**config.mk**
```make
export PLATFORM = sky130hd
export DESIGN_NAME = fc_layer_engine_flat
export DESIGN_NICKNAME = d
export VERILOG_FILES = /design/src/rtl/fc_pkg.sv /design/src/rtl/fc_layer_engine_if.sv /design/src/rtl/fc_requant.sv /design/src/rtl/fc_layer_engine.sv /design/src/flat_wrapper.sv
export SDC_FILE = /design/constraint.sdc
export NUM_CORES = 1
export LEC_CHECK = 0
export ABC_AREA = 1
export CAP_MARGIN = 20
export CORE_ASPECT_RATIO = 1.75
export CORE_MARGIN = 2
export CORE_UTILIZATION = 30
export DETAILED_ROUTE_END_ITERATION = 10
export GPL_TIMING_DRIVEN = 0
export MAX_ROUTING_LAYER = met4
export PLACE_DENSITY_LB_ADDON = 0.08
export SYNTH_ARGS = -nofsm -noshare
export SYNTH_HDL_FRONTEND = slang
export SYNTH_HIERARCHICAL = 1
export SYNTH_SLANG_ARGS = --single-unit
```
**constraint.sdc**
```tcl
create_clock -name clk -period 9.2 [get_ports clk]
set_input_delay 1.84 -clock clk [delete_from_list [all_inputs] [get_ports clk]]
set_output_delay 1.84 -clock clk [all_outputs]
set_load 0.005 [all_outputs]
```
**src/rtl/fc_pkg.sv**
```systemverilog
// fc_pkg: shared definitions for the fully-connected layer datapath and the
// downstream argmax comparator.
//   - default widths (DEF_DATA_W, DEF_FRAC_W, DEF_N_OUT)
//   - acc_w():  accumulator width that cannot overflow over n_in products
//   - addr_w(): address width for an n-entry port (never zero)
//   - fc_state_e: engine FSM state encoding
//   - SAT_MAX / SAT_MIN: score saturation limits at the default width
package fc_pkg;

  localparam int DEF_DATA_W = 16;
  localparam int DEF_FRAC_W = 11;
  localparam int DEF_N_OUT  = 10;

  localparam logic signed [DEF_DATA_W-1:0] SAT_MAX = 16'sh7FFF;
  localparam logic signed [DEF_DATA_W-1:0] SAT_MIN = 16'sh8000;

  // Full product is 2*data_w bits; clog2(n_in) growth for the sum, plus one
  // spare bit so the signed extremes never wrap.
  function automatic int acc_w(input int n_in, input int data_w);
    return 2 * data_w + $clog2(n_in) + 1;
  endfunction

  // A one-entry memory still needs a 1-bit address port.
  function automatic int addr_w(input int n);
    return (n > 1) ? $clog2(n) : 1;
  endfunction

  typedef enum logic [1:0] {
    ST_IDLE  = 2'd0,
    ST_MAC   = 2'd1,
    ST_FINAL = 2'd2,
    ST_DONE  = 2'd3
  } fc_state_e;

endpackage

```
**src/rtl/fc_layer_engine_if.sv**
```systemverilog
// fc_layer_engine_if: control, memory read ports and score bus of the
// fully-connected layer engine.
//   master : host/memory side (drives enable and read data)
//   slave  : engine side (drives addresses, busy, done, out_vec)
// Read data is expected one cycle after the matching address.
interface fc_layer_engine_if
  import fc_pkg::*;
#(
  parameter int N_IN   = 84,
  parameter int N_OUT  = DEF_N_OUT,
  parameter int DATA_W = DEF_DATA_W
) ();

  localparam int FAW = addr_w(N_IN);
  localparam int WAW = addr_w(N_IN * N_OUT);
  localparam int BAW = addr_w(N_OUT);

  logic                      enable;
  logic                      busy;
  logic                      done;
  logic [N_OUT*DATA_W-1:0]   out_vec;
  logic [FAW-1:0]            feat_addr;
  logic [DATA_W-1:0]         feat_data;
  logic [WAW-1:0]            w_addr;
  logic [DATA_W-1:0]         w_data;
  logic [BAW-1:0]            b_addr;
  logic [DATA_W-1:0]         b_data;

  modport master (
    output enable, feat_data, w_data, b_data,
    input  busy, done, out_vec, feat_addr, w_addr, b_addr
  );

  modport slave (
    input  enable, feat_data, w_data, b_data,
    output busy, done, out_vec, feat_addr, w_addr, b_addr
  );

endinterface

```
**src/rtl/fc_requant.sv**
```systemverilog
// fc_requant: converts a wide MAC accumulator into a DATA_W score.
//   i_acc   : signed accumulator, FRAC_W*2 fractional bits
//   i_bias  : signed bias, FRAC_W fractional bits
//   o_score : floor((acc + bias<<FRAC_W) / 2^FRAC_W), saturated to DATA_W
// Purely combinational; shared with the earlier FC layers.
module fc_requant
  import fc_pkg::*;
#(
  parameter int DATA_W = DEF_DATA_W,
  parameter int FRAC_W = DEF_FRAC_W,
  parameter int ACC_W  = acc_w(84, DEF_DATA_W)
) (
  input  logic signed [ACC_W-1:0]  i_acc,
  input  logic signed [DATA_W-1:0] i_bias,
  output logic signed [DATA_W-1:0] o_score
);

  // One extra bit so adding the aligned bias cannot wrap.
  localparam int SW = ACC_W + 1;
  localparam logic signed [SW-1:0] MAXV = SW'((64'sd1 <<< (DATA_W - 1)) - 64'sd1);
  localparam logic signed [SW-1:0] MINV = ~MAXV;

  logic signed [SW-1:0] w_acc_ext;
  logic signed [SW-1:0] w_bias_ext;
  logic signed [SW-1:0] w_sum;
  logic signed [SW-1:0] w_shr;

  assign w_acc_ext  = {i_acc[ACC_W-1], i_acc};
  assign w_bias_ext = {{(SW-DATA_W){i_bias[DATA_W-1]}}, i_bias} <<< FRAC_W;
  assign w_sum      = w_acc_ext + w_bias_ext;
  // Arithmetic shift floors toward -inf; no rounding is intended.
  assign w_shr      = w_sum >>> FRAC_W;

  always_comb begin
    o_score = w_shr[DATA_W-1:0];
    if (w_shr > MAXV)      o_score = MAXV[DATA_W-1:0];
    else if (w_shr < MINV) o_score = MINV[DATA_W-1:0];
  end

endmodule

```
**src/rtl/fc_layer_engine.sv**
```systemverilog
// fc_layer_engine: final fully-connected layer, one time-multiplexed MAC.
//   clk, reset : rising-edge clock, synchronous active-high reset
//   bus.enable : start request, only looked at in IDLE
//   bus.*_addr / bus.*_data : feature, weight (j*N_IN+i) and bias (j) reads,
//                data one cycle after address
//   bus.out_vec: out[j] at [j*DATA_W +: DATA_W], held until overwritten
//   bus.busy   : high while neurons are being computed
//   bus.done   : one-cycle pulse once every score is written
// Per neuron: N_IN+1 MAC cycles (address i on cycle i, product i folded in on
// cycle i+1) then one FINAL cycle that requantises into out[j].
module fc_layer_engine
  import fc_pkg::*;
#(
  parameter int N_IN   = 84,
  parameter int N_OUT  = DEF_N_OUT,
  parameter int DATA_W = DEF_DATA_W,
  parameter int FRAC_W = DEF_FRAC_W
) (
  input  logic               clk,
  input  logic               reset,
  fc_layer_engine_if.slave   bus
);

  localparam int ACC_W = acc_w(N_IN, DATA_W);
  localparam int FAW   = addr_w(N_IN);
  localparam int WAW   = addr_w(N_IN * N_OUT);
  localparam int BAW   = addr_w(N_OUT);
  localparam int CW    = $clog2(N_IN + 1);

  localparam logic [CW-1:0]  C_LAST      = CW'(N_IN);
  localparam logic [CW-1:0]  C_ADDR_LAST = CW'(N_IN - 1);
  localparam logic [BAW-1:0] J_LAST      = BAW'(N_OUT - 1);

  fc_state_e r_state, w_state_nxt;

  logic [CW-1:0]                   r_cyc;       // MAC cycle within neuron
  logic signed [ACC_W-1:0]         r_acc;
  logic [FAW-1:0]                  r_feat_addr;
  logic [WAW-1:0]                  r_w_addr;
  logic [BAW-1:0]                  r_b_addr;    // doubles as neuron index j
  logic [N_OUT-1:0][DATA_W-1:0]    r_out;

  logic signed [2*DATA_W-1:0]      w_prod;
  logic signed [ACC_W-1:0]         w_prod_ext;
  logic signed [DATA_W-1:0]        w_score;

  assign w_prod     = $signed(bus.feat_data) * $signed(bus.w_data);
  assign w_prod_ext = {{(ACC_W-2*DATA_W){w_prod[2*DATA_W-1]}}, w_prod};

  fc_requant #(
    .DATA_W (DATA_W),
    .FRAC_W (FRAC_W),
    .ACC_W  (ACC_W)
  ) u_requant (
    .i_acc   (r_acc),
    .i_bias  ($signed(bus.b_data)),
    .o_score (w_score)
  );

  // State register
  always_ff @(posedge clk) begin
    if (reset) r_state <= ST_IDLE;
    else       r_state <= w_state_nxt;
  end

  // Next-state logic
  always_comb begin
    w_state_nxt = r_state;
    case (r_state)
      ST_IDLE:  if (bus.enable) w_state_nxt = ST_MAC;
      ST_MAC:   if (r_cyc == C_LAST) w_state_nxt = ST_FINAL;
      ST_FINAL: w_state_nxt = (r_b_addr == J_LAST) ? ST_DONE : ST_MAC;
      ST_DONE:  w_state_nxt = ST_IDLE;
      default:  w_state_nxt = ST_IDLE;
    endcase
  end

  // Outputs decoded from state
  always_comb begin
    bus.busy = (r_state == ST_MAC) || (r_state == ST_FINAL);
    bus.done = (r_state == ST_DONE);
  end

  // Datapath. Addresses are registered one cycle ahead of use, so the values
  // for cycle 0 of a neuron are loaded on the edge that enters MAC.
  always_ff @(posedge clk) begin
    if (reset) begin
      r_cyc       <= '0;
      r_acc       <= '0;
      r_feat_addr <= '0;
      r_w_addr    <= '0;
      r_b_addr    <= '0;
      r_out       <= '0;
    end else begin
      case (r_state)
        ST_IDLE: begin
          if (bus.enable) begin
            r_cyc       <= '0;
            r_acc       <= '0;
            r_feat_addr <= '0;
            r_w_addr    <= '0;
            r_b_addr    <= '0;
          end
        end
        ST_MAC: begin
          r_cyc <= r_cyc + 1'b1;
          // Cycle 0 has no data yet; cycles 1..N_IN carry products 0..N_IN-1.
          if (r_cyc != '0) r_acc <= r_acc + w_prod_ext;
          if (r_cyc < C_ADDR_LAST) begin
            r_feat_addr <= FAW'(r_cyc + 1'b1);
            r_w_addr    <= r_w_addr + 1'b1;
          end
        end
        ST_FINAL: begin
          r_out[r_b_addr] <= w_score;
          if (r_b_addr != J_LAST) begin
            r_cyc       <= '0;
            r_acc       <= '0;
            r_feat_addr <= '0;
            r_w_addr    <= r_w_addr + 1'b1;  // rolls onto (j+1)*N_IN
            r_b_addr    <= r_b_addr + 1'b1;
          end
        end
        default: ;
      endcase
    end
  end

  assign bus.feat_addr = r_feat_addr;
  assign bus.w_addr    = r_w_addr;
  assign bus.b_addr    = r_b_addr;
  assign bus.out_vec   = r_out;

endmodule
```
**src/flat_wrapper.sv**
```systemverilog
// flat-port wrapper written by rule: the top's interface ports become plain ports
module fc_layer_engine_flat import fc_pkg::*;
#(
  parameter int N_IN   = 84,
  parameter int N_OUT  = DEF_N_OUT,
  parameter int DATA_W = DEF_DATA_W,
  parameter int FRAC_W = DEF_FRAC_W
)
  (clk, reset, bus_enable, bus_feat_data, bus_w_data, bus_b_data, bus_busy, bus_done, bus_out_vec, bus_feat_addr, bus_w_addr, bus_b_addr);
  fc_layer_engine_if #(.N_IN(N_IN), .N_OUT(N_OUT), .DATA_W(DATA_W)) bus_i ();
  input  logic clk;
  input  logic reset;
  input wire logic [$bits(bus_i.enable)-1:0] bus_enable;
  input wire logic [$bits(bus_i.feat_data)-1:0] bus_feat_data;
  input wire logic [$bits(bus_i.w_data)-1:0] bus_w_data;
  input wire logic [$bits(bus_i.b_data)-1:0] bus_b_data;
  output wire logic [$bits(bus_i.busy)-1:0] bus_busy;
  output wire logic [$bits(bus_i.done)-1:0] bus_done;
  output wire logic [$bits(bus_i.out_vec)-1:0] bus_out_vec;
  output wire logic [$bits(bus_i.feat_addr)-1:0] bus_feat_addr;
  output wire logic [$bits(bus_i.w_addr)-1:0] bus_w_addr;
  output wire logic [$bits(bus_i.b_addr)-1:0] bus_b_addr;
  assign bus_i.enable = bus_enable;
  assign bus_i.feat_data = bus_feat_data;
  assign bus_i.w_data = bus_w_data;
  assign bus_i.b_data = bus_b_data;
  assign bus_busy = bus_i.busy;
  assign bus_done = bus_i.done;
  assign bus_out_vec = bus_i.out_vec;
  assign bus_feat_addr = bus_i.feat_addr;
  assign bus_w_addr = bus_i.w_addr;
  assign bus_b_addr = bus_i.b_addr;
  fc_layer_engine #(.N_IN(N_IN), .N_OUT(N_OUT), .DATA_W(DATA_W), .FRAC_W(FRAC_W)) u_core (.clk(clk), .reset(reset), .bus(bus_i));
endmodule
```
[Word-level counts from Yosys, hierarchy flattened]
Index checks and enable logic that the tools add are counted.
W data, S select, Z words.
Storage, ports and cells
  output and inout port bits: 183
  word-level logic and storage cells: 74
  bits of input ports: 51
  register bits: 230
Cells by class
  equality and inequality tests: 11
  $add $sub $neg: 5
  reduce and logical (&&, ||, !) cells: 11
  multipliers: 1
  $lt $le $gt $ge: 5
  mux-type cells: 25
Operators by type and width (count)
  $bwmux W160: 1
  $mux W40: 3
  $pmux W40 S3: 1
  $demux W16 S4: 1
  $mux W16: 3
  $pmux W7 S3: 2
  $add A40 B27 Y41: 1
  $add A40 B32 Y40: 1
  $mul A16 B16 Y32: 1
  $gt A30 B16 Y1 const B: 1
  $lt A30 B16 Y1 const B: 1
  $mux W10: 3
  $pmux W10 S3: 1
  $mux W7: 3
  $add A10 B1 Y10 const B: 1
  $mux W4: 2
  $ne A2 B2 Y1 const B: 4
  $pmux W2 S4: 1
  $pmux W4 S2: 1
  $reduce_and A4 Y1: 2
  $add A7 B1 Y7 const B: 1
  $eq A7 B7 Y1 const B: 1
  $lt A7 B7 Y1 const B: 1
  $reduce_bool A7 Y1: 1
  other kinds (16): 20

[Depth between registers and ports, before layout]
Gate-level depths: netlist of the first run.
  depth in word-level cells: 5
  mapped depth: 30

[Modules after synthesis]
Netlist of the first run, hierarchy kept.
By module, submodules not included
  fc_layer_engine: instances 1, cells an instance 2975, area each 22181.3 µm²
  fc_requant: instances 1, cells an instance 486, area each 2401.1 µm²

[Worst setup path before layout of the first run]
No wires, ideal clock.
  path kind: input to register
  start point: in bus_w_data[5]
  end point: reg u_core.r_acc[39]
  data arrival time: 7.718 ns
  setup slack: 1.351 ns
  stages on the path: 24
  setup time: 0.132 ns
  buffers on the path: 2
  cell sequence: clkbuf_1 clkbuf_1 nand2_1 fa_1 inv_1 fa_1 inv_1 fa_1 fa_1 inv_1 fa_1 inv_1 fa_1 inv_1 ha_1 nand2_1 nor2_1 nand2_1 nor2_1 nand4_1 nand3_1 nand2_1 nand3_1 a21oi_1
Between the ends
  word-level cells in the longest chain between the ends: 4
Ends and longest elaborated chain
  start: declaration: line flat_wrapper.sv:15  | input wire logic [$bits(bus_i.w_data)-1:0] bus_w_data;
  $mul A16 B16 Y32: line fc_layer_engine.sv:47  | assign w_prod = $signed(bus.feat_data) * $signed(bus.w_data);
  $add A40 B32 Y40: line fc_layer_engine.sv:108  | if (r_cyc != '0) r_acc <= r_acc + w_prod_ext;
  $mux W40: line fc_layer_engine.sv:108
  $pmux W40 S3: line fc_layer_engine.sv:95  | case (r_state)
  end signal: assignment: line fc_layer_engine.sv:108
  end: declaration: line fc_layer_engine.sv:37  | logic signed [ACC_W-1:0] r_acc;
No other way between the ends. The select of a mux whose other input is x is not followed.
A chain may end at the register's enable or synchronous reset.

[Worst setup path in the final report of the first run]
Same ends and word-level chain as after synthesis.

==> results of run 1 <==
## flip-flops by register name (all words and copies together) (netlist names)
signal and count:
u_core/r_state 2, u_core/r_cyc 7, u_core/bus.out_vec 160, u_core/bus.b_addr 4, u_core/bus.w_addr 10, u_core/r_acc 40, u_core/bus.feat_addr 7
## stage by stage
stage	cell area, um^2	util (%)	hold slack, ns
2_1_floorplan	24580	-	0.4497
3_3_place_gp	27940	34.50	0.4539
3_5_place_dp	27980	34.56	0.4629
4_1_cts	28770	35.53	0.4740
5_1_grt	28810	35.58	0.4960
6_report	28820	35.58	0.4712
## area by class of cell
class                           count  area (um^2)  share of cell area [%]
Timing Repair Buffer              208         2102                   7.295
Antenna cell                       10        25.02                 0.08684
Sequential cell                   230         4604                   15.98
Buffer                            135        538.0                   1.867
Multi-Input combinational cell   2326        16560                   57.46
Inverter                          770         2894                   10.04
Clock inverter                      9        123.9                  0.4299
Tap cell                         1050         1314                   4.559
Clock buffer                       31        655.6                   2.275
## synth_stat cells, types with 3 or more instances
master,n
nand2_1,805
inv_1,763
nor2_1,475
fa_1,331
dfxtp_1,230
o21ai_0,190
ha_1,155
clkbuf_1,109
a21oi_1,105
nand3_1,102
nand4_1,27
xor2_1,22
nor3_1,21
buf_1,17
nand3b_1,16
o21bai_1,16
or2_2,15
xnor2_1,7
buf_2,6
inv_2,6
nand2_2,5
a211oi_1,4
nand3_2,4
nor3b_1,4
nor2_2,3
## worst paths after layout
kind / end / slack, ns / cells past startpoint
max: u_core/r_acc[39] / 0.34 / 24
min: u_core/r_acc[0] / 0.47 / 2
max reg2reg: u_core/r_acc[35] / 3.73 / 20
min reg2reg: u_core/r_acc[0] / 0.47 / 2
## cells by family after synthesis
kind of cell             count (synthesis)  share of synthesized area (%)
AO/OA/AOI/OAI                          330                          7.131
XOR/XNOR                                30                          1.099
adder cells (fa/ha/maj)                486                          34.85
buffers and inverters                  905                          13.94
flip-flops                             230                          18.73
AND/OR/NAND/NOR                       1480                          24.25
## layer usage
metal	GRT usage (%)	vias to the layer above	wire length, um
met1	21.94	10269	31870
met5	-	-	0
met4	9.980	0	4664
met3	4.463	131	4502
li1	-	10745	-
met2	45.70	407	53090
## what timing repair did
action,CTS,global route
endpoints found under the setup margin,4,4
hold buffers,0,0
gates resized for setup,3,2
pin swaps,0,0
## critical path: stages
cell and delay, ns:
clkbuf_1 0.43, clkbuf_1 0.60, nand2_1 0.25, fa_1 0.62, inv_1 0.08, fa_1 0.58
clkinvlp_4 0.30, fa_2 0.64, fa_2 0.70, inv_1 0.15, fa_1 0.55, inv_1 0.05
fa_1 0.53, inv_1 0.05, ha_1 0.39, nand2_1 0.13, nor2_1 0.28, nand2_1 0.18
nor2_1 0.20, nand4_1 0.19, nand3_1 0.20, nand2_1 0.06, nand3_1 0.15, a21oi_1 0.09
==> flow_metrics.py, run 1 <==
metrics = {
    "floorplanning": {
        "start_util_pct": 30.36,
        "core.rowCount": 138,
        "die_area_um2": 84340,
        "die_y_um": 382.7,
        "fp.dieW_um": 220.4,
        "core_area_um2": 80980,
        "ios": 234,
    },
    "synthesis": {
        "netlist_area_um2": 24580,
        "seq_area_frac_synth_pct": 18.73,
        "netlist_top_cells_area": "fa_1 27%, dfxtp_1 19%, nand2_1 12%",
        "syn_nets": 3998,
        "synth_flop_cell": "dfxtp_1",
        "yosysWarnings": 6,
        "syn_area_per_cell_um2": 7.103,
        "synth_top_area_share_pct": 26.96,
        "synth_largest_area_cell": "fa_1",
        "synth_seq_cells": 230,
        "syn_inst": 3461,
        "async_flop_share_pct": 0,
        "synth_edf_count": 0,
        "yosys.cell_types.count": 44,
    },
    "grt": {
        "grt_overflow": 0,
        "grt_pass1_wl_mm": 143.2,
        "grt_max_degree": 25,
        "grt_pass1_vias": 23300,
        "groute.usage.overall_pct": 23.54,
        "antenna_found_initial": 9,
    },
    "clock_network": {
        "numCtsBuffers": 23,
        "clock_sinks": 230,
        "cts_setup_buffers": 0,
        "clk_path_buf_depth": 3,
        "path_clk_slew_ns": 0.06,
        "h-tree-depth": 1,
        "clockRootBuffer": "clkbuf_16",
        "clk_latency_ns": 0.57,
        "cts_tree": "yes",
    },
    "critical_path": {
        "timing.rr.start": "u_core/r_acc[15]",
        "cp-start-kind": "input port",
        "arrival_ns": 9.25,
        "critPathKind": "input port to flop",
        "end_kind": "flop",
        "required_ns": 9.59,
        "worstPathMaxFanout": 10,
        "cp-startpoint": "bus_w_data[5]",
    },
    "hold_path": {
        "min_from": "u_core/r_acc[0]",
        "min-delay-path-class": "flop to flop",
    },
    "placed_design": {
        "pre_cts_slack_ns": -0.8814,
        "io_buffers": 204,
        "dp_hpwl_mm": 80.15,
        "place_congestion": 0.9859,
        "post-place-cells": 4718,
    },
    "timing": {
        "fin_crit_ns": 8.864,
        "finalSetupTns_ns": 0,
        "hold_violations": 0,
        "grt_setup_unrepaired": "no",
        "setup_viol": 0,
        "fin_skew_ns": 0.02220,
        "timing.final.ws_setup_ns": 0.3360,
        "slew_viol_final": 0,
        "timing.fmax_mhz": 112.8,
        "finalCritPeriodShare_pct": 96.35,
        "slew_headroom_pct": 26.00,
        "tightestPinTransition_ns": 1.110,
    },
    "final_layout": {
        "layout.cells.non_filler": 4769,
        "final_cell_mix": "805 x nand2_1, 762 x inv_1, 475 x nor2_1, 328 x fa_1, 230 x dfxtp_1",
        "nets": 4231,
        "nFillCells": 8765,
        "drive_gt1_share_pct": 2.615,
        "layout_commonest_cell": "nand2_1",
        "syn_to_final_growth_pct": 17.22,
    },
    "drt": {
        "drc_errors": 0,
        "vias_per_cell": 4.519,
        "drt_pass1_iterations": 5,
        "wire_per_inst_um": 19.74,
        "final_antenna_net_count": 0,
        "vias": 21552,
        "drtIter0Drc": 970,
        "routed_wl_mm": 94.12,
    },
    "job": {
        "drv_cap": 0,
    },
    "outcome": {
        "outcome": "finished clean",
    },
}
Power of run 1 is not shown: default switching activity piles up to over one toggle a cycle in this logic, so the estimate is an artifact.
==> run 2: changes to the inputs <==
--- a/config.mk
+++ b/config.mk
@@ -6,7 +6,7 @@
 export NUM_CORES = 1
 export LEC_CHECK = 0
 export ABC_AREA = 1
-export CAP_MARGIN = 20
+export CAP_MARGIN = 15
 export CORE_ASPECT_RATIO = 1.75
 export CORE_MARGIN = 2
 export CORE_UTILIZATION = 30
==> flow_metrics.py, run 2 (synthesis gave the netlist of run 1 again) <==
metrics = {
    "placed_design": {
        "dp_hpwl_mm": 80.02,
        "io_buffers": 204,
        "place_area_um2": 27970,
        "place_congestion": 0.9859,
        "post-place-cells": 4717,
    },
    "final_layout": {
        "drive_gt1_share_pct": 2.589,
        "syn_to_final_growth_pct": 16.88,
        "post-route-util_pct": 35.48,
        "layout_commonest_cell": "nand2_1",
        "layout.cells.non_filler": 4768,
        "final_cell_mix": "805 x nand2_1, 762 x inv_1, 475 x nor2_1, 328 x fa_1, 230 x dfxtp_1",
        "nets": 4229,
        "final-seq-area_um2": 4604,
        "largest_reg_flops": 160,
        "nFillCells": 8841,
        "final_cell_area_um2": 28730,
        "multi_input_area_um2": 16560,
    },
    "grt": {
        "grt_overflow": 0,
        "grt_max_degree": 25,
        "antenna_found_initial": 9,
        "groute.usage.overall_pct": 23.64,
        "grt_pass1_vias": 23360,
        "grt_pass1_wl_mm": 144.0,
    },
    "drt": {
        "routed_wl_mm": 94.11,
        "drt_pass1_iterations": 6,
        "final_antenna_net_count": 0,
        "vias": 21509,
        "highest_layer": "met4",
        "drc_errors": 0,
        "met2WireLength_mm": 52.64,
        "met1_length_mm": 31.72,
        "wire_per_inst_um": 19.74,
        "drtIter0Drc": 960,
        "vias_per_cell": 4.511,
        "dr_wl_met3_mm": 4.715,
    },
    "critical_path": {
        "end_kind": "flop",
        "arrival_ns": 9.09,
        "worstPathMaxFanout": 10,
        "required_ns": 9.59,
        "cp-start-kind": "input port",
        "critPathKind": "input port to flop",
    },
    "hold_path": {
        "min-delay-path-class": "flop to flop",
    },
    "clock_network": {
        "clk_latency_ns": 0.56,
        "clock_sinks": 230,
        "path_clk_slew_ns": 0.07,
        "clockRootBuffer": "clkbuf_16",
        "h-tree-depth": 1,
        "cts_tree": "yes",
        "cts_hold_buf": 0,
        "numCtsBuffers": 23,
        "clk_path_buf_depth": 3,
    },
    "timing": {
        "slew_viol_final": 0,
        "setup_viol": 0,
        "hold_violations": 0,
        "grt_setup_unrepaired": "no",
        "finalCritPeriodShare_pct": 94.59,
        "timing.fmax_mhz": 114.9,
        "slew_headroom_pct": 25.95,
        "fin_skew_ns": 0.01799,
        "fin_crit_ns": 8.702,
        "whs_ns": 0.4732,
        "tightestPinTransition_ns": 1.111,
    },
    "outcome": {
        "outcome": "finished clean",
    },
    "job": {
        "drv_cap": 0,
    },
    "floorplanning": {
        "die_area_um2": 84340,
        "ios": 234,
        "fp.dieW_um": 220.4,
        "core_area_um2": 80980,
        "core.rowCount": 138,
        "die_y_um": 382.7,
        "start_util_pct": 30.36,
    },
}
run 2: per-layer routing:
layer  global-route usage [%]  vias to the layer above
li1                         -                    10726
met1                    22.12                    10184
met2                    45.64                      445
met3                    4.296                      154
met4                    10.64                        0
met5                        -                        -
run 2: stage by stage:
step,setup WS (ns),setup TNS [ns]
6_report,0.4981,0
5_1_grt,0.1402,0
4_1_cts,0.006552,0
3_5_place_dp,-0.9348,-5.441
3_3_place_gp,-0.9719,-7.061
2_1_floorplan,1.351,0
run 2: final timing paths:
check / from / endpoint / slack [ns] / cells after the start
setup reg to reg: u_core/r_acc[15] / u_core/r_acc[35] / 3.74 / 21
hold reg to reg: u_core/r_acc[0] / u_core/r_acc[0] / 0.47 / 2
hold / removal: u_core/r_acc[0] / u_core/r_acc[0] / 0.47 / 2
setup / recovery: bus_w_data[6] / u_core/r_acc[36] / 0.50 / 24
run 2: timing repair:
item / in CTS / in global routing
setup endpoints to repair: 5 / 4
resized for setup: 3 / 6
setup buffers: 0 / 0
pin swaps: 0 / 0
run 2: critical path: stages:
cell        delay (ns)
clkbuf_1          0.49
clkbuf_2          0.43
nand2_1           0.13
fa_1              0.62
inv_1             0.08
fa_1              0.59
clkinvlp_4        0.30
fa_2              0.64
fa_2              0.70
inv_1             0.16
fa_1              0.55
inv_1             0.05
fa_1              0.53
inv_1             0.05
ha_1              0.39
nand2_1           0.13
nor2_1            0.15
nand2_1           0.24
nor2_1            0.23
nand3_1           0.36
nand3_1           0.21
nand2_1           0.06
nand3_1           0.08
a21oi_1           0.06
run 2: cell type report:
class,instances,share of cell area (%)
sequential,230,16.03
timing repair buffer,206,7.212
tap,1050,4.573
buffer,135,1.881
inverter,770,10.07
antenna,10,0.08710
clock inverter,7,0.1611
multi-input combinational,2326,57.63
clock buffer,34,2.356
Power of run 2 is left out for the same reason.
